## config.mk

```make
export PLATFORM = sky130hd
export DESIGN_NAME = alu_ctrl_stage_flat
export DESIGN_NICKNAME = d
export VERILOG_FILES = /design/src/rtl/alu_ctrl_stage_if.sv /design/src/rtl/alu_ctrl_stage.sv /design/src/flat_wrapper.sv
export SDC_FILE = /design/constraint.sdc
export NUM_CORES = 1
export LEC_CHECK = 0
export ABC_AREA = 1
export CORE_MARGIN = 3
export CORE_UTILIZATION = 40
export CTS_CLUSTER_SIZE = 8
export DETAILED_ROUTE_END_ITERATION = 10
export PLACE_DENSITY = 0.81
export SYNTH_ARGS = -nofsm -noshare
export SYNTH_HDL_FRONTEND = slang
export SYNTH_SLANG_ARGS = --single-unit
```

## constraint.sdc

```tcl
create_clock -name clk -period 1.15 [get_ports clk]
set_clock_uncertainty 0.1 [all_clocks]
set_input_delay 0.1725 -clock clk [delete_from_list [all_inputs] [get_ports clk]]
set_output_delay 0.1725 -clock clk [all_outputs]
set_load 0.05 [all_outputs]
```

## src/rtl/alu_ctrl_stage_if.sv

```systemverilog
// ID/EX handshake bundle: decode-side inputs, stall/flush controls
// and the registered EX control outputs.
// Ports: id_valid/id_instr/id_rs_val/id_rt_val, ex_stall/ex_flush in;
// ex_valid/unit/log_opsel/arith_sub/op_a/op_b/dest/wr_en/illegal out.
interface alu_ctrl_stage_if #(
   parameter int REG_WIDTH = 32
);
   logic                 id_valid;
   logic [31:0]          id_instr;
   logic [REG_WIDTH-1:0] id_rs_val;
   logic [REG_WIDTH-1:0] id_rt_val;
   logic                 ex_stall;
   logic                 ex_flush;
   logic                 ex_valid;
   logic                 ex_unit;
   logic [2:0]           ex_log_opsel;
   logic                 ex_arith_sub;
   logic [REG_WIDTH-1:0] ex_op_a;
   logic [REG_WIDTH-1:0] ex_op_b;
   logic [4:0]           ex_dest;
   logic                 ex_wr_en;
   logic                 ex_illegal;

   modport master (
      output id_valid, id_instr, id_rs_val, id_rt_val,
      output ex_stall, ex_flush,
      input  ex_valid, ex_unit, ex_log_opsel, ex_arith_sub,
      input  ex_op_a, ex_op_b, ex_dest, ex_wr_en, ex_illegal
   );

   modport slave (
      input  id_valid, id_instr, id_rs_val, id_rt_val,
      input  ex_stall, ex_flush,
      output ex_valid, ex_unit, ex_log_opsel, ex_arith_sub,
      output ex_op_a, ex_op_b, ex_dest, ex_wr_en, ex_illegal
   );
endinterface

```

## src/rtl/alu_ctrl_stage.sv

```systemverilog
// Registered ID/EX control stage: decodes MIPS ALU ops into unit/opsel/sub,
// picks operands and registers them. Ports: clk, rst_n, bus (slave).
module alu_ctrl_stage #(
   parameter int REG_WIDTH = 32
) (
   input logic            clk,
   input logic            rst_n,
   alu_ctrl_stage_if.slave bus
);

   typedef struct packed {
      logic                 valid;
      logic                 unit;
      logic [2:0]           opsel;
      logic                 sub;
      logic [REG_WIDTH-1:0] op_a;
      logic [REG_WIDTH-1:0] op_b;
      logic [4:0]           dest;
      logic                 wr_en;
      logic                 illegal;
   } ex_t;

   logic [5:0]  op;
   logic [5:0]  funct;
   logic [4:0]  rt;
   logic [4:0]  rd;
   logic [15:0] imm;

   assign op    = bus.id_instr[31:26];
   assign rt    = bus.id_instr[20:16];
   assign rd    = bus.id_instr[15:11];
   assign imm   = bus.id_instr[15:0];
   assign funct = bus.id_instr[5:0];

   // rs arrives already read as id_rs_val
   logic unused_rs;
   assign unused_rs = ^bus.id_instr[25:21];

   logic [REG_WIDTH-1:0] imm_sext;
   logic [REG_WIDTH-1:0] imm_zext;

   generate
      if (REG_WIDTH > 16) begin : g_ext
         assign imm_sext = {{(REG_WIDTH-16){imm[15]}}, imm};
         assign imm_zext = {{(REG_WIDTH-16){1'b0}}, imm};
      end else if (REG_WIDTH == 16) begin : g_same
         assign imm_sext = imm;
         assign imm_zext = imm;
      end else begin : g_trunc
         logic unused_imm_hi;
         assign unused_imm_hi = ^imm[15:REG_WIDTH];
         assign imm_sext = imm[REG_WIDTH-1:0];
         assign imm_zext = imm[REG_WIDTH-1:0];
      end
   endgenerate

   logic                 d_ok;
   logic                 d_unit;
   logic [2:0]           d_opsel;
   logic                 d_sub;
   logic [REG_WIDTH-1:0] d_b;
   logic [4:0]           d_dest;

   always_comb begin
      d_ok    = 1'b0;
      d_unit  = 1'b0;
      d_opsel = 3'b000;
      d_sub   = 1'b0;
      d_b     = '0;
      d_dest  = '0;
      unique case (op)
         6'h00: begin
            d_ok   = 1'b1;
            d_b    = bus.id_rt_val;
            d_dest = rd;
            unique case (funct)
               6'h20, 6'h21: d_unit = 1'b1;
               6'h22, 6'h23: begin
                  d_unit = 1'b1;
                  d_sub  = 1'b1;
               end
               6'h24: d_opsel = 3'b000;
               6'h25: d_opsel = 3'b001;
               6'h26: d_opsel = 3'b011;
               6'h27: d_opsel = 3'b010;
               6'h2A: d_opsel = 3'b100;
               default: d_ok = 1'b0;
            endcase
         end
         6'h08, 6'h09: begin
            d_ok   = 1'b1;
            d_unit = 1'b1;
            d_b    = imm_sext;
            d_dest = rt;
         end
         6'h0A: begin
            d_ok    = 1'b1;
            d_opsel = 3'b100;
            d_b     = imm_sext;
            d_dest  = rt;
         end
         6'h0C, 6'h0D, 6'h0E: begin
            d_ok    = 1'b1;
            d_opsel = (op == 6'h0C) ? 3'b000 :
                      (op == 6'h0D) ? 3'b001 : 3'b011;
            d_b     = imm_zext;
            d_dest  = rt;
         end
         default: d_ok = 1'b0;
      endcase
   end

   ex_t ex_d;
   ex_t ex_q;

   // Bubble when empty; unsupported op becomes a bubble tagged illegal
   always_comb begin
      ex_d = '0;
      if (bus.id_valid) begin
         if (d_ok) begin
            ex_d.valid = 1'b1;
            ex_d.unit  = d_unit;
            ex_d.opsel = d_opsel;
            ex_d.sub   = d_sub;
            ex_d.op_a  = bus.id_rs_val;
            ex_d.op_b  = d_b;
            ex_d.dest  = d_dest;
            ex_d.wr_en = (d_dest != 5'd0);
         end else begin
            ex_d.illegal = 1'b1;
         end
      end
   end

   always_ff @(posedge clk or negedge rst_n) begin
      if (!rst_n) begin
         ex_q <= '0;
      end else if (bus.ex_flush) begin
         ex_q <= '0;
      end else if (!bus.ex_stall) begin
         ex_q <= ex_d;
      end
   end

   assign bus.ex_valid     = ex_q.valid;
   assign bus.ex_unit      = ex_q.unit;
   assign bus.ex_log_opsel = ex_q.opsel;
   assign bus.ex_arith_sub = ex_q.sub;
   assign bus.ex_op_a      = ex_q.op_a;
   assign bus.ex_op_b      = ex_q.op_b;
   assign bus.ex_dest      = ex_q.dest;
   assign bus.ex_wr_en     = ex_q.wr_en;
   assign bus.ex_illegal   = ex_q.illegal;

endmodule
```

## src/flat_wrapper.sv

```systemverilog
// flat-port wrapper written by rule: the top's interface ports become plain ports
module alu_ctrl_stage_flat 
#(
   parameter int REG_WIDTH = 32
)
  (clk, rst_n, bus_id_valid, bus_id_instr, bus_id_rs_val, bus_id_rt_val, bus_ex_stall, bus_ex_flush, bus_ex_valid, bus_ex_unit, bus_ex_log_opsel, bus_ex_arith_sub, bus_ex_op_a, bus_ex_op_b, bus_ex_dest, bus_ex_wr_en, bus_ex_illegal);
  alu_ctrl_stage_if #(.REG_WIDTH(REG_WIDTH)) bus_i ();
  input logic clk;
  input logic rst_n;
  input wire logic [$bits(bus_i.id_valid)-1:0] bus_id_valid;
  input wire logic [$bits(bus_i.id_instr)-1:0] bus_id_instr;
  input wire logic [$bits(bus_i.id_rs_val)-1:0] bus_id_rs_val;
  input wire logic [$bits(bus_i.id_rt_val)-1:0] bus_id_rt_val;
  input wire logic [$bits(bus_i.ex_stall)-1:0] bus_ex_stall;
  input wire logic [$bits(bus_i.ex_flush)-1:0] bus_ex_flush;
  output wire logic [$bits(bus_i.ex_valid)-1:0] bus_ex_valid;
  output wire logic [$bits(bus_i.ex_unit)-1:0] bus_ex_unit;
  output wire logic [$bits(bus_i.ex_log_opsel)-1:0] bus_ex_log_opsel;
  output wire logic [$bits(bus_i.ex_arith_sub)-1:0] bus_ex_arith_sub;
  output wire logic [$bits(bus_i.ex_op_a)-1:0] bus_ex_op_a;
  output wire logic [$bits(bus_i.ex_op_b)-1:0] bus_ex_op_b;
  output wire logic [$bits(bus_i.ex_dest)-1:0] bus_ex_dest;
  output wire logic [$bits(bus_i.ex_wr_en)-1:0] bus_ex_wr_en;
  output wire logic [$bits(bus_i.ex_illegal)-1:0] bus_ex_illegal;
  assign bus_i.id_valid = bus_id_valid;
  assign bus_i.id_instr = bus_id_instr;
  assign bus_i.id_rs_val = bus_id_rs_val;
  assign bus_i.id_rt_val = bus_id_rt_val;
  assign bus_i.ex_stall = bus_ex_stall;
  assign bus_i.ex_flush = bus_ex_flush;
  assign bus_ex_valid = bus_i.ex_valid;
  assign bus_ex_unit = bus_i.ex_unit;
  assign bus_ex_log_opsel = bus_i.ex_log_opsel;
  assign bus_ex_arith_sub = bus_i.ex_arith_sub;
  assign bus_ex_op_a = bus_i.ex_op_a;
  assign bus_ex_op_b = bus_i.ex_op_b;
  assign bus_ex_dest = bus_i.ex_dest;
  assign bus_ex_wr_en = bus_i.ex_wr_en;
  assign bus_ex_illegal = bus_i.ex_illegal;
  alu_ctrl_stage #(.REG_WIDTH(REG_WIDTH)) u_core (.clk(clk), .rst_n(rst_n), .bus(bus_i));
endmodule
```

==> results.cfg <==
[layout]
num_antenna_cells = 0
n_fill_cell = 331
layout.cells.non_filler = 778
syn_to_final_growth_pct = 112.5
multi_input_area_mm2 = 0.001475
area.sequential_mm2 = 0.001927
finalNetCount = 772
finish.utilization_pct = 90.39
drive_gt1_share_pct = 37.72

[global_route]
grt_max_degree = 43
antenna_found_initial = 0
overflow = 0
grt_pass1_vias = 4199
grt_use_total_pct = 28.56
grt_pass1_wl_mm = 21.74

[sta]
rsz0062_at_grt = yes
slew_headroom_pct = 69.88
report.final.setup_viol = 153
clock.fmax_mhz = 770.2
slew_violations = 0
worst_slew_pin_slew_ns = 0.4517
fin_ws_ns = -0.1483
period_minus_slack_ns = 1.298
hold_viol_final = 0
final.period_utilization_pct = 112.9

[place]
dp.cells = 708
gp_congestion = 0.8141
dp_hpwl_mm = 8.846
port_buffers = 172

[run]
max_cap_violations = 0

[die]
pin_count = 178
initial_core_util_pct = 42.54
dieArea_mm2 = 0.009614
die_w_um = 98.05
rows = 32
die_h_um = 98.05
core_area_mm2 = 0.007968

[worst_setup_path]
worstReg2RegStart = u_core.bus.ex_arith_sub
crit_chain = buf_6 -> nor2_4 -> nand3_2 -> inv_2 -> nand2_1 -> nand2_2 -> nor2_4 -> nor2_4 -> buf_6 -> inv_8 -> buf_12 -> o21ai_4
path_max_fanout = 8
crit_buf_inv = 5
ff2ff_setup_slack_ns = -0.04
cp.required_ns = 1.33
critPathTopFamily = simple AND/OR/NAND/NOR gates
crit_cells = 12
cp-start-kind = primary input
timing.rr.end = u_core.bus.ex_arith_sub
worst_setup_path_end_kind = register
crit_path_frequent_cell = nor2_4
max_stage_delay_ns = 0.18
slowest_stage = nor2_4
arrival_ns = 1.48
worstSetupPathType = primary input to register
r2r_cells = 4

[synthesis]
syn-num-nets = 513
synth.mux.area_fraction_pct = 0
synth_top_family_by_area = simple AND/OR/NAND/NOR gates
synth_area_mm2 = 0.003390
syn_avg_cell_area_um2 = 8.227
synth.cells.most_frequent = nand2_1, dfrtp_1, o21ai_0
yosysTopAreaCellShare_pct = 56.85
yosysTopAreaCell = dfrtp_1
synthTopCellsByArea = dfrtp_1, nand2_1, o21ai_0
synth-edff-count = 0
synth.distinct_cells = 25
synth-seq-cells = 77
synth-simple-area-share_pct = 26.32
syn_inst = 412
yosysSeqAreaShare_pct = 56.85
async_reset_ff_share_pct = 100.0
synth_xor_xnor_area_share_pct = 0
ys.flop_type = dfrtp_1
yosysMostFrequentCell = nand2_1
ys_warn_count = 0
synth_compound_area_share_pct = 11.52
synth_fa_ha_area_share_pct = 0

[cts]
cts.reportedPaths.clkPinSlew_ns = 0.10
tritoncts = done
ctsHtreeMaxLevel = 3
clkLatencyLatePin_ns = 0.35
root_buffer = clkbuf_8
clock-sinks = 77
clockBufferDepth = 2
cts_buffers = 9

[routing]
viasPerCell = 5.404
drc = 0
drtAntennaViolNets = 0
post_drt_wl_per_cell_um = 20.15
drt_iter0_drc = 312
drtPass1Iterations = 5
routed_wl_mm = 15.68
vias = 4204

[pwr]
peakVddDrop_uv = 635.7
p_total_mw = 5.813
cellLeakagePower_nw = 3.475
powerDensity_mw_per_mm2 = 807.1

[run_status]
status = complete, but fails checks
violations = setup timing

[min_path]
hold_class = primary input to asynchronous set/reset pin
-- flip-flops by register name (all words and copies together), names as in the netlist --
register,flops
u_core.bus.ex_op_b,32
u_core.bus.ex_illegal,1
u_core.bus.ex_wr_en,1
u_core.bus.ex_op_a,32
u_core.bus.ex_valid,1
u_core.bus.ex_log_opsel,3
u_core.bus.ex_arith_sub,1
u_core.bus.ex_dest,5
u_core.bus.ex_unit,1
-- area by class of cell --
cell class / instances / area share [%]
flip-flops and latches: 77 / 26.75
inverters: 18 / 1.042
repair buffers: 269 / 47.12
clock inverters: 7 / 1.112
clock buffers: 9 / 1.720
multi-input cells: 296 / 20.48
well taps: 102 / 1.772
-- how the worst max path moves through the flow --
stage                                   endpoint  slack [ns]              startpoint
final                     u_core.bus.ex_op_b[27]       -0.15        bus_id_instr[31]
after CTS                        bus_ex_op_a[19]       -0.09  u_core.bus.ex_op_a[19]
after detailed placement   u_core.bus.ex_op_a[9]       -0.90         bus_id_instr[3]
after floorplan           u_core.bus.ex_op_a[16]       -0.16        bus_id_instr[26]
after global routing      u_core.bus.ex_op_b[27]       -0.21        bus_id_instr[31]
after global placement     u_core.bus.ex_op_a[9]       -0.78         bus_id_instr[3]
-- placed cells by master (no fill, tap or decap), types with 3 or more instances in the layout --
master           netlist  final
nand2_1              201    196
buf_12                 0     87
clkdlybuf4s50_1        0     79
buf_4                  2     77
dfrtp_1               77     77
o21ai_2                0     22
a21oi_1               17     16
inv_1                 15     11
o21ai_0               20      9
clkbuf_8               0      9
buf_6                  2      9
a22oi_1                9      8
buf_2                  9      8
inv_2                  3      6
nand2_2                1      6
nand3_1                6      6
nor2_4                 2      5
o21ai_1               19      5
nor2_2                 2      4
nor2_1                 9      4
o21ai_4                0      3
dlygate4sd2_1          0      3
-- repair_timing --
action | 4_1_cts | 5_1_grt
gates cloned | 2 | 1
hold buffers | 1 | 0
hold endpoints to repair | 77 | 0
pin swaps | 18 | 8
resized for setup | 116 | 19
buffers inserted | 34 | 16
endpoints found under the setup margin | 154 | 153
-- through the flow --
step                      TNS (ns)  hold slack, ns  instance area, µm²  worst slack [ns]
after floorplan             -8.563         -0.2231                3407           -0.1594
after global placement      -56.07         0.06016                6300           -0.7812
after detailed placement    -63.79         0.07276                6300           -0.9041
after CTS                   -5.072          0.1483                6984          -0.08511
after global routing        -17.81          0.2319                7202           -0.2119
final                       -11.24          0.2445                7202           -0.1483
-- metal layers --
metal	vias up	track usage, %	share of wire [%]
li1	1833	-	-
met1	1992	33.38	34
met2	300	49.84	52
met3	79	7.929	9.4
met4	0	10.86	4.7
met5	-	0	0
-- power by group --
group | total [mW] | switching, mW | internal, mW | leakage (nW)
clock | 2.20 | 1.17 | 1.04 | 0.102
combinational | 0.879 | 0.394 | 0.485 | 2.30
sequential | 2.73 | 0.0144 | 2.72 | 1.07
-- worst register-to-register path, stage by stage (launching register included) --
cell	delay, ns
dfrtp_1	0.43
buf_4	0.16
buf_4	0.14
nand2_1	0.16
o21ai_4	0.08
-- cell families after synthesis --
kind of cell,Yosys count
and+or+nand+nor,226
DFF,77
buffers and inverters,39
AOI/OAI and AO/OA,70
Note: power is estimated with default switching activity, not from simulation.
